===== src/rtl/sar_adc_scan.sv =====
// Multi-channel successive-approximation ADC scan controller with optional
// oversampled averaging; drives an external mux, R-2R DAC and comparator.
module sar_adc_scan #(
    parameter int WIDTH    = 8,
    parameter int CHANNELS = 4,
    parameter int SETTLE   = 3,
    parameter int AVG_LOG2 = 0,
    localparam int CH_W    = (CHANNELS > 1) ? $clog2(CHANNELS) : 1
) (
    input  logic                ADC_Clk,
    input  logic                Reset,
    input  logic                Start,
    input  logic                Continuous,
    input  logic [CHANNELS-1:0] ChanMask,
    input  logic                CompIn,
    output logic [WIDTH-1:0]    DacOut,
    output logic [CH_W-1:0]     ChanSel,
    output logic                Busy,
    output logic                Valid,
    output logic [WIDTH-1:0]    Result,
    output logic [CH_W-1:0]     ResultChan
);

    localparam int IDX_W = $clog2(WIDTH);
    localparam int SET_W = $clog2(SETTLE);
    localparam int ACC_W = WIDTH + AVG_LOG2;
    localparam int SMP_W = AVG_LOG2 + 1;
    localparam logic [SMP_W-1:0] N_SAMP   = SMP_W'(1 << AVG_LOG2);
    localparam logic [IDX_W-1:0] IDX_MSB  = IDX_W'(WIDTH - 1);
    localparam logic [SET_W-1:0] SET_LAST = SET_W'(SETTLE - 1);

    typedef enum logic [2:0] {
        S_IDLE,
        S_SELECT,
        S_BIT,
        S_ACCUM,
        S_OUTPUT
    } state_t;

    state_t              state_reg, state_next;
    logic                comp_meta_reg, comp_s_reg;
    logic [SET_W-1:0]    settle_reg, settle_next;
    logic [IDX_W-1:0]    idx_reg, idx_next;
    logic [WIDTH-1:0]    code_reg, code_next;
    logic [ACC_W-1:0]    acc_reg, acc_next;
    logic [SMP_W-1:0]    samples_reg, samples_next;
    logic [CHANNELS-1:0] mask_reg, mask_next;
    logic [CH_W-1:0]     chan_reg, chan_next;
    logic [WIDTH-1:0]    result_reg, result_next;
    logic [CH_W-1:0]     result_chan_reg, result_chan_next;
    logic                valid_reg, valid_next;

    logic [WIDTH-1:0]    trial_bit;
    logic [ACC_W-1:0]    acc_sum;
    logic [SMP_W-1:0]    samples_inc;
    logic [CHANNELS-1:0] above_mask;

    // Lowest-numbered set bit; scans downward so the lowest match wins.
    function automatic logic [CH_W-1:0] lowest_set(input logic [CHANNELS-1:0] m);
        logic [CH_W-1:0] r;
        r = '0;
        for (int i = CHANNELS - 1; i >= 0; i--) begin
            if (m[i]) begin
                r = CH_W'(i);
            end
        end
        return r;
    endfunction

    // Enabled channels strictly above the one currently selected.
    generate
        for (genvar gi = 0; gi < CHANNELS; gi++) begin : g_above
            assign above_mask[gi] = mask_reg[gi] && (gi > int'(chan_reg));
        end
    endgenerate

    assign trial_bit   = WIDTH'(1) << idx_reg;
    assign acc_sum     = acc_reg + ACC_W'(code_reg);
    assign samples_inc = samples_reg + 1'b1;

    always_ff @(posedge ADC_Clk or posedge Reset) begin
        if (Reset) begin
            state_reg       <= S_IDLE;
            comp_meta_reg   <= 1'b0;
            comp_s_reg      <= 1'b0;
            settle_reg      <= '0;
            idx_reg         <= '0;
            code_reg        <= '0;
            acc_reg         <= '0;
            samples_reg     <= '0;
            mask_reg        <= '0;
            chan_reg        <= '0;
            result_reg      <= '0;
            result_chan_reg <= '0;
            valid_reg       <= 1'b0;
        end else begin
            state_reg       <= state_next;
            comp_meta_reg   <= CompIn;
            comp_s_reg      <= comp_meta_reg;
            settle_reg      <= settle_next;
            idx_reg         <= idx_next;
            code_reg        <= code_next;
            acc_reg         <= acc_next;
            samples_reg     <= samples_next;
            mask_reg        <= mask_next;
            chan_reg        <= chan_next;
            result_reg      <= result_next;
            result_chan_reg <= result_chan_next;
            valid_reg       <= valid_next;
        end
    end

    always_comb begin
        state_next       = state_reg;
        settle_next      = settle_reg;
        idx_next         = idx_reg;
        code_next        = code_reg;
        acc_next         = acc_reg;
        samples_next     = samples_reg;
        mask_next        = mask_reg;
        chan_next        = chan_reg;
        result_next      = result_reg;
        result_chan_next = result_chan_reg;
        valid_next       = 1'b0;

        case (state_reg)
            S_IDLE: begin
                if (Start && (|ChanMask)) begin
                    mask_next   = ChanMask;
                    chan_next   = lowest_set(ChanMask);
                    settle_next = '0;
                    state_next  = S_SELECT;
                end
            end

            S_SELECT: begin
                if (settle_reg == SET_LAST) begin
                    settle_next  = '0;
                    acc_next     = '0;
                    samples_next = '0;
                    code_next    = '0;
                    idx_next     = IDX_MSB;
                    state_next   = S_BIT;
                end else begin
                    settle_next = settle_reg + 1'b1;
                end
            end

            S_BIT: begin
                if (settle_reg == SET_LAST) begin
                    settle_next = '0;
                    code_next   = comp_s_reg ? (code_reg | trial_bit) : code_reg;
                    if (idx_reg == '0) begin
                        state_next = S_ACCUM;
                    end else begin
                        idx_next = idx_reg - 1'b1;
                    end
                end else begin
                    settle_next = settle_reg + 1'b1;
                end
            end

            S_ACCUM: begin
                acc_next     = acc_sum;
                samples_next = samples_inc;
                code_next    = '0;
                if (samples_inc < N_SAMP) begin
                    idx_next   = IDX_MSB;
                    state_next = S_BIT;
                end else begin
                    // Result is loaded on entry so it is already new while Valid is high.
                    result_next      = WIDTH'(acc_sum >> AVG_LOG2);
                    result_chan_next = chan_reg;
                    valid_next       = 1'b1;
                    state_next       = S_OUTPUT;
                end
            end

            S_OUTPUT: begin
                if (|above_mask) begin
                    chan_next  = lowest_set(above_mask);
                    state_next = S_SELECT;
                end else if (Continuous && (|ChanMask)) begin
                    mask_next  = ChanMask;
                    chan_next  = lowest_set(ChanMask);
                    state_next = S_SELECT;
                end else begin
                    state_next = S_IDLE;
                end
            end

            default: begin
                state_next = S_IDLE;
            end
        endcase
    end

    assign DacOut     = (state_reg == S_BIT) ? (code_reg | trial_bit) : '0;
    assign ChanSel    = chan_reg;
    assign Busy       = (state_reg != S_IDLE);
    assign Valid      = valid_reg;
    assign Result     = result_reg;
    assign ResultChan = result_chan_reg;

endmodule


===== config.mk =====
export PLATFORM = sky130hd
export DESIGN_NAME = sar_adc_scan
export DESIGN_NICKNAME = d
export VERILOG_FILES = /design/src/rtl/sar_adc_scan.sv
export SDC_FILE = /design/constraint.sdc
export NUM_CORES = 1
export LEC_CHECK = 0
export CORE_ASPECT_RATIO = 1.75
export CORE_MARGIN = 8
export CORE_UTILIZATION = 49
export CTS_CLUSTER_SIZE = 40
export DETAILED_ROUTE_END_ITERATION = 8
export HOLD_SLACK_MARGIN = 0.1
export PLACE_DENSITY = 0.8
export SLEW_MARGIN = 15
export SYNTH_ARGS = -nofsm -noshare
export SYNTH_HDL_FRONTEND = slang
export SYNTH_SLANG_ARGS = --single-unit

===== constraint.sdc =====
create_clock -name ADC_Clk -period 1.9 [get_ports ADC_Clk]
set_input_delay 0.57 -clock ADC_Clk [delete_from_list [all_inputs] [get_ports ADC_Clk]]
set_output_delay 0.57 -clock ADC_Clk [all_outputs]
set_load 0.02 [all_outputs]

---- Word level (Yosys, flattened, before mapping) ----
Index checks and enable logic that the tools add are counted.
word-level totals
  register bits after elaboration ......... 44
  input bits .............................. 9
  output and inout port bits .............. 22
operators by class
  add/subtract/negate cells ............... 4
  magnitude comparators ................... 4
  equal/unequal tests ..................... 15
  shift operators ......................... 1
  mux-type cells .......................... 41
  bitwise operators ....................... 2
  reduce and logical (&&, ||, !) cells .... 23
operators with widths
  operator               number
  $mux W8                4
  $mux W3                9
  $mux W2                12
  $pmux W8 S3            1
  $ne A2 B2 Y1 const B   9
  $pmux W8 S2            1
  $pmux W3 S5            1
  $mux W4                3
  $reduce_and A4 Y1      3
  $pmux W3 S3            1
  $add A8 B8 Y8          1
  $or A8 B8 Y8           1
  $pmux W2 S2            2
  $pmux W4 S2            1
  $shl A1 B3 Y8 const A  1
  $eq A3 B2 Y1 const B   2
  $logic_not A3 Y1       2
  $reduce_and A2 Y1      3
  $reduce_bool A2 Y1     3
  $reduce_bool A3 Y1     2
  $logic_and A1 B1 Y1    5
  $mux W1                5
  $reduce_and A5 Y1      1
  $gt A2 B2 Y1 const A   2
  other kinds (15)       15

---- Depth between registers and ports, before layout ----
Gate-level depths: netlist (run 1).
  word-level depth ........................ 7
  mapped depth ............................ 8
  depth with buffers taken out ............ 8

---- Worst setup path before layout (run 1) ----
No wires, ideal clock.
  path type ............................... register -> output
  start point ............................. reg state_reg[0]
  end point ............................... out DacOut[0]
  arrival time ............................ 1.366 ns
  required time ........................... 1.330 ns
  slack ................................... -0.036 ns
  cell stages (with the launch flop) ...... 5
  buffers on the path ..................... 1
  path through ............................ dfrtp_1 nand2b_1 or2_2 clkbuf_1 a21oi_1
between the ends
  longest elaborated chain between the ends .. 2
RTL lines
  item                    line  RTL
  start, declared         40    state_t state_reg, state_next;
  start signal, assigned  97    state_reg <= state_next;
  $eq A3 B2 Y1            198   assign DacOut = (state_reg == S_BIT) ? (code_reg | trial_bit) : '0;
  $mux W8                 198
  end, declared           16    output logic [WIDTH-1:0] DacOut,
No other way between the ends.

---- Worst setup path after layout (run 1) ----
Same ends and word-level chain as after synthesis.

==> reports/qor.csv, run 1 <==
stage,metric,value,unit
outcome,violations in the final reports,setup timing,
place,HPWL Detailed,4.220,mm
floorplan,Die Outline Area,0.007282,mm2
detailed_routing,router iterations before antenna repair,4,
pwr,total power consumption of the routed design,5.231,mW
synthesis,nets in the synthesized netlist,262,
pwr,Gate power share,59.4,%
worst_setup_path,Startpoint Class,flop,
sta,Final min period,2.030,ns
worst_setup_path,critical path endpoint category,output pin,
cts,number of levels in the clock H-tree,2,
sta,RSZ-0062 raised after global routing,yes,
sta,headroom to the max-slew limit,54.97,%
sta,worst setup skew after layout,0.005533,ns
detailed_routing,antenna violation net count after detailed routing,0,
cts,Clock Sink Count,43,
hold_path,hold_sp,comp_meta_reg,
sta,Final Slew Violations,0,
worst_setup_path,worst-path fanout max,6,
pwr,Worst VDD drop,1.092,mV
synthesis,post-synthesis cell type count,51,
floorplan,number of primary I/O pins,31,
finish,fin area,0.003376,mm2
hold_path,Hold/Removal Path Class,reg2reg,
synthesis,#FFs+latches synth,43,
pwr,Reg power frac,28.4,%
synthesis,dominant register cell in the synthesized netlist,dfrtp_1,
worst_setup_path,Critical Path Start,state_reg[0],
global_routing,number of antenna violations at the first check in global routing,0,
pwr,share of total power consumed by net switching,42.00,%
detailed_routing,Iteration-0 DRC Markers,67,
cts,clock buffer depth,2,
synthesis,fraction of registers with async set or reset after synthesis,100.0,%
worst_setup_path,category of the critical setup timing path,reg2out,
cts,CTS tree,done,
cts,total CTS buffers,5,
global_routing,overflow left after global routing,0,
hold_path,cell depth of the worst hold path,0,
synthesis,synthesized instance count,240,
finish,most frequent cells in the layout,"buf_4 (44), dfrtp_1 (41), nand2_1 (36)",
synthesis,number of enable-type register cells in the synthesized netlist,0,
global_routing,vias in the first global route,2223,
finish,count of antenna diodes in the layout,0,
detailed_routing,drt wl/cell,17.53,um
worst_setup_path,beginning of the worst register-to-register path,state_reg[2],
detailed_routing,Routed Wire Length,6.468,mm
sta,Highest Clock Rate,492.6,MHz
synthesis,Post-Synthesis Cell Area,0.002321,mm2
finish,area delta synth->final,45.44,%
cts,CTS clock-pin slew for the worst setup and hold paths,0.07,ns
floorplan,floorplan die width,68.03,um
floorplan,die extent in y,107.0,um
synthesis,mean instance size in the synthesized netlist,9.671,um2
finish,"commonest non-fill, non-tap cell in the layout",buf_4,
sta,Min Hold Slack,0.3510,ns
pwr,Power Internal,3.034,mW
outcome,outcome,finished with violations,
sta,setup slack after layout,-0.1300,ns
detailed_routing,Via density,5.729,
floorplan,floorplan core area,0.004624,mm2
place,IO Port Bufs,30,
finish,"Core Util, Final",73.00,%
sta,hold violation total from the final report,0,
synthesis,total of warnings raised by yosys,0,
cts,clk root buf,clkbuf_8,
detailed_routing,vias after detailed routing,2114,
place,DP Worst Slack,-0.4757,ns
place,cell area reported after detailed placement,0.002900,mm2
detailed_routing,number of remaining DRC errors,0,
global_routing,maximum number of pins on one net before global-route repair,44,
place,Final Wtd Congestion,0.8872,
finish,fraction of layout instances using a drive strength above 1,39.43,%
worst_setup_path,"Data arrival, critical path",1.46,ns
finish,Post-layout nets,338,
run,max capacitance violation total,0,
pwr,Switching Power,2.197,mW
cts,clock latency of the later-clocked register in the worst-skew pair,0.30,ns
worst_setup_path,Register-to-Register Path Depth,8,
pwr,P_leak,1.570,nW
pwr,P per Cell Area,1550,mW/mm2
global_routing,total track usage,17.90,%
cts,hold buffer count at cts,0,
finish,number of fill cells,309,
sta,transition at the pin with the smallest max-transition slack,0.6709,ns
worst_setup_path,required arrival time at the worst endpoint,1.33,ns
pwr,portion of total power attributed to the clock network,12.2,%
sta,final setup violation count,9,
synthesis,portion of the post-synthesis area used by sequential elements,46.36,%
sta,Final period util,106.8,%
floorplan,std cell rows,33,
global_routing,first-pass GRT wire length,10.06,mm
floorplan,initial cell density of the core,50.19,%
==> Yosys cell counts (2+ instances only) <==
master,n,area [um2]
nand2b_1,7,43.79
a21o_1,3,22.52
a21oi_1,19,95.09
a22oi_1,3,22.52
mux2_1,2,22.52
o21ai_1,3,15.01
xnor2_1,4,35.03
nor2_2,2,12.51
ha_1,12,150.1
nor2_1,21,78.83
a22o_1,4,35.03
nand2_1,36,135.1
mux2_2,9,101.4
dfrtp_1,43,1076
buf_6,3,33.78
inv_1,10,37.54
o21ai_0,21,105.1
a21boi_0,2,15.01
or3_1,3,18.77
nor2b_1,2,12.51
==> routing by layer <==
metal | GRT usage [%] | wire, um
met4 | 9.867 | 347
met2 | 32.23 | 3614
met3 | 3.132 | 199
met5 | 0 | 0
met1 | 18.31 | 2306
==> kinds of logic after synthesis <==
group                      synth area share, %
xor gates and xnor gates                 1.887
and+or+nand+nor                          17.79
muxes                                    5.337
adders and majority gates                7.331
DFF                                      46.36
AOI/OAI and AO/OA                        17.36
buffers and inverters                    3.935
==> critical path: stages (launching register included) <==
cell and delay, ns:
dfrtp_1 0.40, nand2b_4 0.16, or2_4 0.31, a21oi_4 0.16, buf_6 0.14
==> worst paths after layout <==
| check | to | slack, ns |
|---|---|---|
| max | DacOut[0] | -0.13 |
| min | comp_s_reg | 0.35 |
| max reg2reg | idx_reg[0] | 0 |
| min reg2reg | comp_s_reg | 0.35 |
| max in group asynchronous | code_reg[6] | 1.05 |
| min in group asynchronous | Valid | 0.63 |
==> power by group through the flow <==
stage               Sequential (mW)  Combinational [mW]  Clock [mW]
floorplan                      1.55                1.35           0
global placement               1.44                2.35           0
detailed placement             1.46                2.41           0
CTS                            1.46                2.74       0.641
global route                   1.53                3.33       0.676
finish                         1.48                3.11       0.639
==> final cells by class <==
class                   count  area [um2]  share of cell area (%)
clock buffers               8       100.1                   2.965
well taps                  52       65.06                   1.927
multi-input cells         181        1429                   42.33
flip-flops and latches     43        1079                   31.95
repair buffers             75       665.6                   19.72
inverters                  10       37.54                   1.112
==> metrics by stage <==
step	std cells	setup TNS [ns]
final	369	-0.9003
after global routing	369	-1.712
after CTS	363	-0.9854
after detailed placement	348	-7.000
after global placement	348	-6.215
after floorplan	240	0
==> repair_timing <==
item                                    in CTS  in global routing
endpoints found under the setup margin      30                 31
cloned                                       1                  0
gates resized for setup                     99                 25
pin swaps                                   16                 16
buffers inserted                             6                  6
(Power assumes the default switching activity.)
==> run 2, diff against run 1 <==
- SKIP_LAST_GASP: not set -> 1
==> reports/qor.csv, run 2 (synthesis gave the netlist of run 1 again) <==
stage,metric,value,unit,change
pwr,P_leak,1.570,nW,about the same
pwr,total power consumption of the routed design,5.196,mW,-0.68%
detailed_routing,antenna violation net count after detailed routing,0,,unchanged
worst_setup_path,Register-to-Register Path Depth,8,,unchanged
sta,setup TNS,-0.9669,ns,-0.06655 ns
worst_setup_path,Crit path depth,4,,unchanged
worst_setup_path,Buf/Inv on CP,1,,unchanged
detailed_routing,Routed Wire Length,6.428,mm,-0.62%
worst_setup_path,register-to-register setup slack,-0.03,ns,-0.03 ns
sta,Final period util,106.7,%,-0.11 points
worst_setup_path,endpoint of the lowest-slack register-to-register path,Result[6],,
floorplan,die extent in y,107.0,um,unchanged
place,Cells after DPL,348,,unchanged
detailed_routing,vias after detailed routing,2097,,-0.80%
finish,Finished Layout Cells,368,,-0.27%
place,IO Port Bufs,30,,unchanged
place,Final Wtd Congestion,0.8872,,unchanged
cts,number of levels in the clock H-tree,2,,unchanged
pwr,P per Cell Area,1540,mW/mm2,-0.64%
worst_setup_path,required arrival time at the worst endpoint,1.33,ns,about the same
run,max capacitance violation total,0,,unchanged
sta,final setup violation count,12,,+3
place,DP Worst Slack,-0.4757,ns,unchanged
finish,"Core Util, Final",72.97,%,about the same
floorplan,floorplan die width,68.03,um,unchanged
outcome,violations in the final reports,setup timing,,
finish,area delta synth->final,45.39,%,about the same
sta,headroom to the max-slew limit,53.05,%,-1.9 points
worst_setup_path,category of the critical setup timing path,reg2out,,
worst_setup_path,critical path endpoint category,output pin,,
sta,Final min period,2.028,ns,-0.002072 ns
detailed_routing,Iteration-0 DRC Markers,76,,+13%
cts,clk root buf,clkbuf_8,,
hold_path,Hold/Removal Path Class,reg2reg,,
cts,CTS clock-pin slew for the worst setup and hold paths,0.07,ns,about the same
place,cell area reported after detailed placement,0.002900,mm2,unchanged
worst_setup_path,library cell contributing the largest single delay on the critical path,dfrtp_1,,
worst_setup_path,"Data arrival, critical path",1.46,ns,about the same
sta,Highest Clock Rate,493.1,MHz,+0.10%
global_routing,first-pass GRT wire length,9.977,mm,-0.83%
cts,Clock Sink Count,43,,unchanged
cts,hold buffer count at cts,0,,unchanged
finish,Post-layout nets,337,,-0.30%
hold_path,hold_sp,comp_meta_reg,,
finish,count of antenna diodes in the layout,0,,unchanged
finish,"commonest non-fill, non-tap cell in the layout",buf_4,,
global_routing,vias in the first global route,2242,,+0.85%
finish,most frequent cells in the layout,"buf_4 (44), dfrtp_1 (41), nand2_1 (35)",,
place,HPWL Detailed,4.220,mm,unchanged
hold_path,cell depth of the worst hold path,0,,unchanged
cts,clock buffer depth,2,,unchanged
floorplan,Die Outline Area,0.007282,mm2,unchanged
cts,clock latency of the later-clocked register in the worst-skew pair,0.30,ns,about the same
sta,Final Slew Violations,0,,unchanged
pwr,Worst VDD drop,1.087,mV,-0.45%
global_routing,overflow left after global routing,0,,unchanged
worst_setup_path,Startpoint Class,flop,,
global_routing,number of antenna violations at the first check in global routing,0,,unchanged
sta,RSZ-0062 raised after global routing,yes,,
sta,setup slack after layout,-0.1280,ns,+0.002072 ns
detailed_routing,drt wl/cell,17.47,um,-0.35%
finish,number of fill cells,309,,unchanged
cts,CTS tree,done,,
worst_setup_path,beginning of the worst register-to-register path,code_reg[0],,
global_routing,total track usage,17.71,%,-0.19 points
outcome,outcome,finished with violations,,
sta,hold violation total from the final report,0,,unchanged
finish,fin area,0.003374,mm2,about the same
hold_path,hold worst-path end,comp_s_reg,,
detailed_routing,number of remaining DRC errors,0,,unchanged
sta,worst setup skew after layout,0.006600,ns,+0.001066 ns
floorplan,std cell rows,33,,unchanged
worst_setup_path,cell family with the largest share of critical-path delay,simple AND/OR/NAND/NOR gates,,
sta,transition at the pin with the smallest max-transition slack,0.6995,ns,+0.02864 ns
detailed_routing,router iterations before antenna repair,4,,unchanged
worst_setup_path,longest individual stage delay on the worst path,0.40,ns,about the same
floorplan,initial cell density of the core,50.19,%,unchanged
worst_setup_path,worst-path fanout max,6,,unchanged
floorplan,floorplan core area,0.004624,mm2,unchanged
detailed_routing,Via density,5.698,,-0.53%
worst_setup_path,sequence of cells on the critical path,nand2b_4 > or2_4 > a21oi_4 > buf_6,,
cts,total CTS buffers,5,,unchanged
finish,fraction of layout instances using a drive strength above 1,39.24,%,-0.19 points
sta,Min Hold Slack,0.3510,ns,-0.000009000 ns
global_routing,maximum number of pins on one net before global-route repair,44,,unchanged
floorplan,number of primary I/O pins,31,,unchanged
run 2: routing by layer:
layer	up-vias	wire length, um	global-route usage, %
met5	-	0	0
li1	994	-	-
met4	0	303	11.05
met2	57	3570	31.56
met3	29	199	3.027
met1	1017	2355	17.93
run 2: cell type report:
class | instances | area [um2] | area share, %
Tap cell | 52 | 65.06 | 1.928
Inverter | 10 | 37.54 | 1.112
Clock buffer | 8 | 100.1 | 2.966
Multi-Input combinational cell | 181 | 1439 | 42.64
Sequential cell | 43 | 1079 | 31.96
Timing Repair Buffer | 74 | 654.4 | 19.39
run 2: timing repair:
action                     4_1_cts  5_1_grt
buffers inserted                 6        5
gates resized for setup         95       29
cloned                           1        0
pin swaps                       16       23
setup endpoints to repair       30       31
run 2: worst max path at each step:
stage                             from          end  slack, ns
after floorplan           state_reg[0]    DacOut[1]       0.01
after global placement     ChanMask[3]  mask_reg[3]      -0.46
after detailed placement   ChanMask[3]  mask_reg[1]      -0.48
after CTS                   idx_reg[1]    DacOut[0]      -0.14
after global routing      state_reg[0]    DacOut[0]      -0.18
final                     state_reg[0]    DacOut[0]      -0.13
run 2: power breakdown:
| part | switching (mW) | internal, mW | leakage, nW | total [mW] |
|---|---|---|---|---|
| Sequential | 0.253 | 1.23 | 0.555 | 1.48 |
| Combinational | 1.63 | 1.45 | 0.963 | 3.08 |
| Clock | 0.307 | 0.332 | 0.0515 | 0.639 |
==> run 3, diff against run 2 <==
- CTS_CLUSTER_SIZE: 40 -> 10
==> results of run 3 <==
Final layout, timing and power as in run 2 (identical DEF).
